**config.mk**
```make
export PLATFORM = sky130hd
export DESIGN_NAME = pixel_clk_gen
export DESIGN_NICKNAME = d
export VERILOG_FILES = /design/src/rtl/pixel_clk_gen.sv
export SDC_FILE = /design/constraint.sdc
export NUM_CORES = 1
export LEC_CHECK = 0
export ABC_AREA = 1
export CAP_MARGIN = 20
export CORE_ASPECT_RATIO = 1.5
export CORE_UTILIZATION = 38
export DETAILED_ROUTE_END_ITERATION = 10
export PLACE_DENSITY = 0.63
export SYNTH_ARGS = -nofsm -noshare
export SYNTH_HDL_FRONTEND = slang
export SYNTH_SLANG_ARGS = --single-unit
export TNS_END_PERCENT = 50
```
**constraint.sdc**
```tcl
create_clock -name clk -period 4.6 [get_ports clk]
set_input_delay 0.46 -clock clk [delete_from_list [all_inputs] [get_ports clk]]
set_output_delay 0.46 -clock clk [all_outputs]
set_load 0.05 [all_outputs]
```
**src/rtl/pixel_clk_gen.sv**
```systemverilog
// Programmable integer clock divider producing a divided clock level and a one-cycle tick.
// Divide-ratio updates are staged and only take effect at a period boundary.
module pixel_clk_gen #(
    parameter int unsigned CNT_W       = 8,
    parameter int unsigned DIV_DEFAULT = 4
) (
    input  logic             clk,
    input  logic             rst_n,
    input  logic             en,
    input  logic [CNT_W-1:0] div_i,
    input  logic             div_ld,
    output logic             clk_div,
    output logic             tick,
    output logic [CNT_W-1:0] div_o,
    output logic             ld_ack,
    output logic             ld_err
);

    localparam logic [CNT_W-1:0] DivRst = CNT_W'(DIV_DEFAULT);
    localparam logic [CNT_W-1:0] CntRst = CNT_W'(DIV_DEFAULT - 1);

    logic [CNT_W-1:0] cnt_q, cnt_d;
    logic [CNT_W-1:0] n_q, n_d;
    logic [CNT_W-1:0] p_q, p_d;
    logic             pv_q, pv_d;
    logic             clk_div_q, clk_div_d;
    logic             tick_q, tick_d;
    logic             ld_ack_q, ld_ack_d;
    logic             ld_err_q, ld_err_d;

    logic             wrap;
    logic [CNT_W:0]   high_len;
    logic [CNT_W:0]   cnt_inc;

    // One extra bit so that N = 2^CNT_W-1 does not overflow when rounding up.
    assign high_len = ({1'b0, n_q} + (CNT_W+1)'(1)) >> 1;
    assign cnt_inc  = {1'b0, cnt_q} + (CNT_W+1)'(1);
    assign wrap     = en && (cnt_q == (n_q - CNT_W'(1)));

    always_comb begin
        cnt_d     = cnt_q;
        n_d       = n_q;
        p_d       = p_q;
        pv_d      = pv_q;
        clk_div_d = clk_div_q;
        tick_d    = 1'b0;
        ld_ack_d  = 1'b0;
        ld_err_d  = 1'b0;

        if (wrap) begin
            cnt_d     = '0;
            tick_d    = 1'b1;
            clk_div_d = 1'b1;
            // The new ratio governs the period that starts at this wrap.
            if (pv_q) begin
                n_d      = p_q;
                pv_d     = 1'b0;
                ld_ack_d = 1'b1;
            end
        end else if (en) begin
            cnt_d     = cnt_inc[CNT_W-1:0];
            clk_div_d = (cnt_inc < high_len);
        end

        // Evaluated after the apply so a load on a wrap edge stays pending.
        if (div_ld) begin
            if (div_i != '0) begin
                p_d  = div_i;
                pv_d = 1'b1;
            end else begin
                ld_err_d = 1'b1;
            end
        end
    end

    always_ff @(posedge clk) begin
        if (!rst_n) begin
            cnt_q     <= CntRst;
            n_q       <= DivRst;
            p_q       <= '0;
            pv_q      <= 1'b0;
            clk_div_q <= 1'b0;
            tick_q    <= 1'b0;
            ld_ack_q  <= 1'b0;
            ld_err_q  <= 1'b0;
        end else begin
            cnt_q     <= cnt_d;
            n_q       <= n_d;
            p_q       <= p_d;
            pv_q      <= pv_d;
            clk_div_q <= clk_div_d;
            tick_q    <= tick_d;
            ld_ack_q  <= ld_ack_d;
            ld_err_q  <= ld_err_d;
        end
    end

    assign clk_div = clk_div_q;
    assign tick    = tick_q;
    assign div_o   = n_q;
    assign ld_ack  = ld_ack_q;
    assign ld_err  = ld_err_q;

endmodule

```
# ---- Word level (Yosys, flattened, before mapping)
# Cells that the tools add are included.
# W data, S select, Z words.
dict set report totals {
  reg_bits 29
  output_inout_bits 12
  in_bits 12
}
dict set report op_classes {
  order_cmp 1
  n_bitwise 1
  reduce_logical 8
  mux 10
  addsub 3
  n_eq_ne 1
}
# operator n
set op_table {}
lappend op_table {{$add A8 B1 Y9 const B} 2}
lappend op_table {{$lt A9 B8 Y1} 1}
lappend op_table {{$eq A8 B8 Y1} 1}
lappend op_table {{$mux W1} 8}
lappend op_table {{$reduce_and A2 Y1} 4}
lappend op_table {{$reduce_bool A8 Y1} 1}
lappend op_table {{$sub A8 B1 Y8 const B} 1}
lappend op_table {{$mux W2} 2}
lappend op_table {{$reduce_bool A2 Y1} 1}
lappend op_table {{$reduce_or A2 Y1} 1}
lappend op_table {{$logic_and A1 B1 Y1} 1}
lappend op_table {{$not A1 Y1} 1}

# ---- Depth between registers and ports, before layout
# Gate-level depths: netlist of run 1.
dict set report logic_depth {
  ltp_word 6
  ltp_mapped 17
  depth_no_buf 16
}

# ---- Worst setup path before layout of run 1
# OpenSTA, ideal clock, no wires.
dict set report synth_timing {
  kind {reg-to-reg}
  from {reg n_q[0] (netlist: div_o[0])}
  to {reg clk_div_q (netlist: clk_div)}
  t_arrival_ns 2.340
  stages_incl_launch_ff 16
  path_slack_ns 2.151
  t_required_ns 4.491
  n_path_buf 0
  setup_time_ns 0.109
  path_cell_list {dfxtp_1 -> inv_1 -> nor3_1 -> inv_1 -> nor2_1 -> inv_1 -> nor3_1 -> xor2_1 -> ha_1 -> nand2_1 -> nand3b_1 -> nand3b_1 -> nand2_1 -> nand3_1 -> nand2_1 -> inv_1}
}
dict set report synth_via {
  elab_chain_len 4
  word_cells_on_any_way 8
  cone_classes {2 x add/sub; 1 x order compare; 1 x eq/ne; 2 x mux; 2 x reduce/logical}
}
# item line
set synth_rtl {}
lappend synth_rtl {{start: declaration} 23} ;# logic [CNT_W-1:0] n_q, n_d;
lappend synth_rtl {{start signal: assignment} 79} ;# n_q <= DivRst;
lappend synth_rtl {{start signal: assignment} 88} ;# n_q <= n_d;
lappend synth_rtl {{$add A8 B1 Y9 or $sub A8 B1 Y8 (tied branches)} {36, 38}}
lappend synth_rtl {{$lt A9 B8 Y1 or $eq A8 B8 Y1 (tied branches)} {62, 38}}
lappend synth_rtl {{$mux W1 or $logic_and A1 B1 Y1 (tied branches)} {60, 38}}
lappend synth_rtl {{$mux W1 or $reduce_bool A2 Y1 (tied branches)} --}
lappend synth_rtl {{end signal: assignment} 91} ;# clk_div_q <= clk_div_d;
lappend synth_rtl {{end: declaration} 26} ;# logic clk_div_q, clk_div_d;
# Several ways; a longest one is shown, not always the timed one. The select of a mux whose other input is x is not followed.
# A chain may end at the register's enable or synchronous reset.

# ---- Final worst setup path of run 1
dict set report layout_timing {
  from {reg n_q[2] (netlist: div_o[2])}
  to {reg clk_div_q (netlist: clk_div)}
}
# Same word-level chain as after synthesis.

==> metrics, run 1 <==
full die area 0.00513 mm²; Post-CTS Hold Buffers 0; EDFF count, synth 0; cts bufs inserted 5; fin crit share 0.509; ys async rst share 0; Leakage 1.02 nW; post-route ant nets 0; Initial Utilization 0.402; most frequent cells in the layout nand2_1, inv_1, nor2_1; Final Core Density 0.485; Critical Path Sink Type flip-flop; R2R cell count 15; Post-Syn Area 0.00184 mm²; R2R Setup Slk 2.26 ns; final hold vios 0; nets 314; CP required 4.79 ns; worst hold path type reg2reg; 1st-pass router iterations 4; synth top area cells dfxtp_1, nand2_1, inv_1; I/O pins 24; syn avg cell area 6.87 µm²; first-pass GRT wire length 7.15 mm; Diodes inserted 0; CTS tree yes; MaxCap Viol Count 0; layout cell share with drive strength beyond 1 0.0785; reg2reg end clk_div; clk root buf clkbuf_8; Post-CTS Setup Inserts 0; Post-Syn Nets 290; measured slew at the worst slew-check pin 0.592 ns; Max H-tree Level 2; register area share after synthesis 0.315; Vias/cell 4.71; final setup fails 0; Die Width 58.8 µm; cell row count 30; Bufs on Longest Clock Path 2; crit path to clk_div; fmax 427 MHz; clk_skew 0.00475 ns; CP Launch Type flip-flop; Iteration-0 DRC Markers 24; Setup TNS 0 ns; DR DRC count 0; pre-CTS setup slack 2.19 ns; initial antenna violation count 0; vias in the first global route 1614; overall routing resource usage 0.187; post-synth top area share 0.315; worst rel slew slack 0.604; #FFs+latches synth 29; most common cell after layout, fill and taps aside nand2_1; top_reg_cell synth dfxtp_1; Post-DP HPWL 3.48 mm; post-synthesis cell count 268; P&R area growth vs syn 20.6%; crit path max fanout 8; Sinks on Clock Net 29; FF-to-FF Start div_o[2]; post-route setup slack 2.26 ns; outcome complete, no violations; Die H 87.2 µm; Final Total Pwr 0.812 mW; pwr/cell area 366 mW/mm²; Ys Warns 0; cts repair resizes 0; Via Count 1683; Crit path arrival time 2.53 ns; largest net degree at the start of global routing 20; RSZ-0062 raised after global routing false; Buffers on Ports 23; CP startpoint div_o[2]; core footprint 0.00458 mm²; WS Path Type reg2reg; Netlist cell types 29; Placer Congestion 0.879; maximum vdd drop 0.173 mV; crit path time final 2.34 ns; grt total ovfl 0; Hold WS 0.458 ns; leading area contributor after synthesis dfxtp_1; WL/cell 11.9 µm; WL final 4.25 mm; clock-pin slew reported for the worst setup and hold paths after clock tree synthesis 0.06 ns; Slew Viols, Final 0; Clock Latency Late Sink 0.28 ns
worst max-delay path, stage by stage, from the launching register on:
cell and delay, ns:
dfxtp_1 0.59, inv_4 0.05, nor3_1 0.16, inv_1 0.08
nor2_1 0.10, inv_1 0.08, nor3_1 0.17, xor2_1 0.10
ha_1 0.30, nand2_1 0.05, nand3b_1 0.16, nand3b_1 0.16
nand2_1 0.07, nand3_1 0.06, nand2_1 0.07, inv_1 0.04
worst min-delay path by stage:
stage | start | endpoint | cells past startpoint
after detailed placement | p_q[0] | p_q[0] | 2
after global routing | p_q[3] | p_q[3] | 2
after floorplan | p_q[0] | p_q[0] | 2
after global placement | p_q[0] | p_q[0] | 2
after CTS | p_q[0] | p_q[0] | 2
final | p_q[6] | p_q[6] | 2
cells in the mapped netlist, drive strengths merged, types with 3 or more instances:
master / number
ha: 10
nor2: 40
xnor2: 3
dfxtp: 29
inv: 37
nand3b: 3
nand4: 10
a21oi: 14
clkbuf: 3
xor2: 11
nand3: 19
o21ai: 14
nand2: 66
buf: 3
nor3: 3
per-layer routing:
metal / routed length, µm / track usage
met2: 2290 / 0.351
met1: 1770 / 0.195
met5: 0 / 0
met4: 77 / 0.0844
met3: 108 / 0.0357
power breakdown:
part	internal [mW]	switching, mW
logic	0.102	0.171
clock network	0.135	0.0995
registers	0.274	0.0302
flip-flops by register name (all words and copies together), names as in the netlist:
name / cells
ld_ack: 1
cnt_q: 8
div_o: 8
tick: 1
ld_err: 1
pv_q: 1
clk_div: 1
p_q: 8
cell type report:
class | count | area [µm²]
clock buffer | 7 | 96.3
clock inverter | 1 | 5.00
fill | 492 | 2360
inverter | 37 | 141
multi-input combinational | 196 | 1090
sequential | 29 | 581
tap | 64 | 80.1
timing repair buffer | 23 | 230
stage by stage:
stage / cells / instance area, µm²
2_1_floorplan: 268 / 1840
3_3_place_gp: 349 / 2120
3_5_place_dp: 349 / 2120
4_1_cts: 357 / 2220
5_1_grt: 357 / 2220
6_report: 357 / 2220
kinds of logic after synthesis:
| group | count (synthesis) | synth area share |
|---|---|---|
| AO/OA/AOI/OAI | 30 | 0.0843 |
| AND/OR/NAND/NOR | 142 | 0.367 |
| adder cells (fa/ha/maj) | 10 | 0.0680 |
| XOR/XNOR | 14 | 0.0707 |
| flip-flops | 29 | 0.315 |
| buffers and inverters | 43 | 0.0945 |
Power figures use the tool's default switching activity.
==> run 2, diff against run 1 <==
==> constraint.sdc (replaced) <==
create_clock -name clk -period 2.3 [get_ports clk]
set_input_delay 0.23 -clock clk [delete_from_list [all_inputs] [get_ports clk]]
set_output_delay 0.23 -clock clk [all_outputs]
set_load 0.05 [all_outputs]
==> run 2 against run 1 <==
Die area unchanged. Count of clock-buffer cells in the layout fell by 1. Clock skew hardly changed. Global-route usage down 0.078 points. Final area is 2.3% higher. Cell count up 2.2%. Utilization rose by 1.1 points. Clock power rose by 71%. Sequential cell count stayed put. Via count rose by 2.3%. Critical path depth shrank 3. Register-to-register slack got worse by 2.1 ns.
==> metrics, run 2 (synthesis gave the netlist of run 1 again) <==
outcome complete, no violations (unchanged); Vias/cell 4.72 (was 4.71); CP peak stage delay 0.45 ns (was 0.59 ns); Max H-tree Level 2 (unchanged); FILL cells 479 (was 492); maximum vdd drop 0.349 mV (was 0.173 mV); Leakage 1.05 nW (was 1.02 nW); fmax 465 MHz (was 427 MHz); DR DRC count 0 (unchanged); CTS tree yes (unchanged); Post-CTS Setup Inserts 0 (unchanged); WP buf/inv 2 (was 4); Setup TNS 0 ns (unchanged); most common cell after layout, fill and taps aside nand2_1 (unchanged); Iteration-0 DRC Markers 38 (was 24); RSZ-0062 raised after global routing false (unchanged); cell row count 30 (unchanged); core footprint 0.00458 mm² (unchanged); measured slew at the worst slew-check pin 0.519 ns (was 0.592 ns); Buffers on Ports 23 (unchanged); CP required 2.49 ns (was 4.79 ns); crit-path leading delay family simple AND/OR/NAND/NOR gates (unchanged); overall routing resource usage 0.187 (about the same); clock-pin slew reported for the worst setup and hold paths after clock tree synthesis 0.06 ns (about the same); post-route ant nets 0 (unchanged); most frequent cells in the layout nand2_1, nor2_1, inv_1 (was nand2_1, inv_1, nor2_1); crit path max fanout 6 (was 8); clk root buf clkbuf_8 (unchanged); 1st-pass router iterations 4 (unchanged); post-route setup slack 0.149 ns (was 2.26 ns); Via Count 1721 (was 1683); CP max stage cell dfxtp_1 (unchanged); MaxCap Viol Count 0 (unchanged); Initial Utilization 0.402 (unchanged); Area after DPL 0.00218 mm² (was 0.00212 mm²); first-pass GRT wire length 7.08 mm (was 7.15 mm); Finished Cell Area 0.00227 mm² (was 0.00222 mm²); Placer Congestion 0.898 (was 0.879); WL/cell 11.6 µm (was 11.9 µm); full die area 0.00513 mm² (unchanged); Sinks on Clock Net 29 (unchanged); clk_skew 0.00522 ns (was 0.00475 ns); pwr/cell area 696 mW/mm² (was 366 mW/mm²); Post-CTS Hold Buffers 0 (unchanged); cts bufs inserted 5 (unchanged); final hold vios 0 (unchanged); Clock Latency Late Sink 0.28 ns (about the same); fin crit share 0.935 (was 0.509); WS Path Type reg2reg (unchanged); largest net degree at the start of global routing 20 (unchanged); Crit path arrival time 2.34 ns (was 2.53 ns); crit path time final 2.15 ns (was 2.34 ns); Post-DP HPWL 3.40 mm (was 3.48 mm); worst hold path type reg2reg (unchanged); worst-path cell chain nand4_1 -> or2_2 -> xor2_1 -> inv_1 -> ha_1 -> nand2_1 -> nand3b_1 -> nand3b_1 -> nand2_1 -> nand3_1 -> nand2_1 -> inv_1 (was inv_4 -> nor3_1 -> inv_1 -> nor2_1 -> inv_1 -> nor3_1 -> xor2_1 -> ha_1 -> nand2_1 -> nand3b_1 -> nand3b_1 -> nand2_1 -> nand3_1 -> nand2_1 -> inv_1); worst rel slew slack 0.653 (was 0.604); WL final 4.24 mm (was 4.25 mm); Die H 87.2 µm (unchanged); Critical Path Sink Type flip-flop (unchanged); Diodes inserted 0 (unchanged); grt total ovfl 0 (unchanged); nets 322 (was 314); layout cell share with drive strength beyond 1 0.116 (was 0.0785); CP Launch Type flip-flop (unchanged); cell mode on critical path nand2_1; Final Total Pwr 1.58 mW (was 0.812 mW); cts repair resizes 0 (unchanged); pre-CTS setup slack 0.176 ns (was 2.19 ns); Die Width 58.8 µm (unchanged); initial antenna violation count 0 (unchanged); vias in the first global route 1659 (was 1614); final setup fails 0 (unchanged); P&R area growth vs syn 23.3% (was 20.6%); Bufs on Longest Clock Path 2 (unchanged); Slew Viols, Final 0 (unchanged); I/O pins 24 (unchanged)
[run 2: cell count changes in the layout (fill, tap and decap cells not counted)]
cell and change:
dfxtp_1 -3, buf_4 +8, dfxtp_2 +3, clkbuf_8 -2, clkbuf_1 +1, nor3_2 +1, nor3_1 -1, inv_2 +1
clkinv_2 +1, inv_1 -1
[run 2: final timing paths]
path,startpoint,endpoint,slack [ns],cells past startpoint
setup / recovery,cnt_q[1],clk_div,0.15,12
hold / removal,p_q[6],p_q[6],0.45,2
hold reg to reg,p_q[6],p_q[6],0.45,2
setup reg to reg,cnt_q[1],clk_div,0.15,12
[run 2: cell type report]
class	count	area, µm²	share of cell area
Multi-Input combinational cell	196	1090	0.481
Sequential cell	29	584	0.257
Timing Repair Buffer	31	290	0.128
Inverter	37	141	0.0623
Tap cell	64	80.1	0.0353
Clock buffer	6	72.6	0.0320
Clock inverter	2	10.0	0.00441
[run 2: tightest hold or removal path: stages, from the launching register on]
cell and delay [ns]:
dfxtp_1 0.30, inv_1 0.06, a21oi_1 0.06
[run 2: stage by stage]
step / hold WS, ns / std cells / util
after floorplan: 0.349 / 268 / -
after global placement: 0.439 / 357 / 0.477
after detailed placement: 0.446 / 357 / 0.477
after CTS: 0.455 / 365 / 0.495
after global routing: 0.476 / 365 / 0.496
final: 0.454 / 365 / 0.496
[run 2: power by group]
part           switching [mW]  internal, mW  total, mW
clock                   0.190         0.209      0.399
sequential             0.0419         0.549      0.591
combinational           0.367         0.223      0.590
total                   0.598         0.981       1.58
[run 2: layer usage]
layer / GRT usage / wire (µm) / vias up
li1: - / - / 919
met5: 0 / 0 / -
met2: 0.355 / 2300 / 27
met1: 0.183 / 1700 / 767
met3: 0.0401 / 129 / 8
met4: 0.0931 / 106 / 0
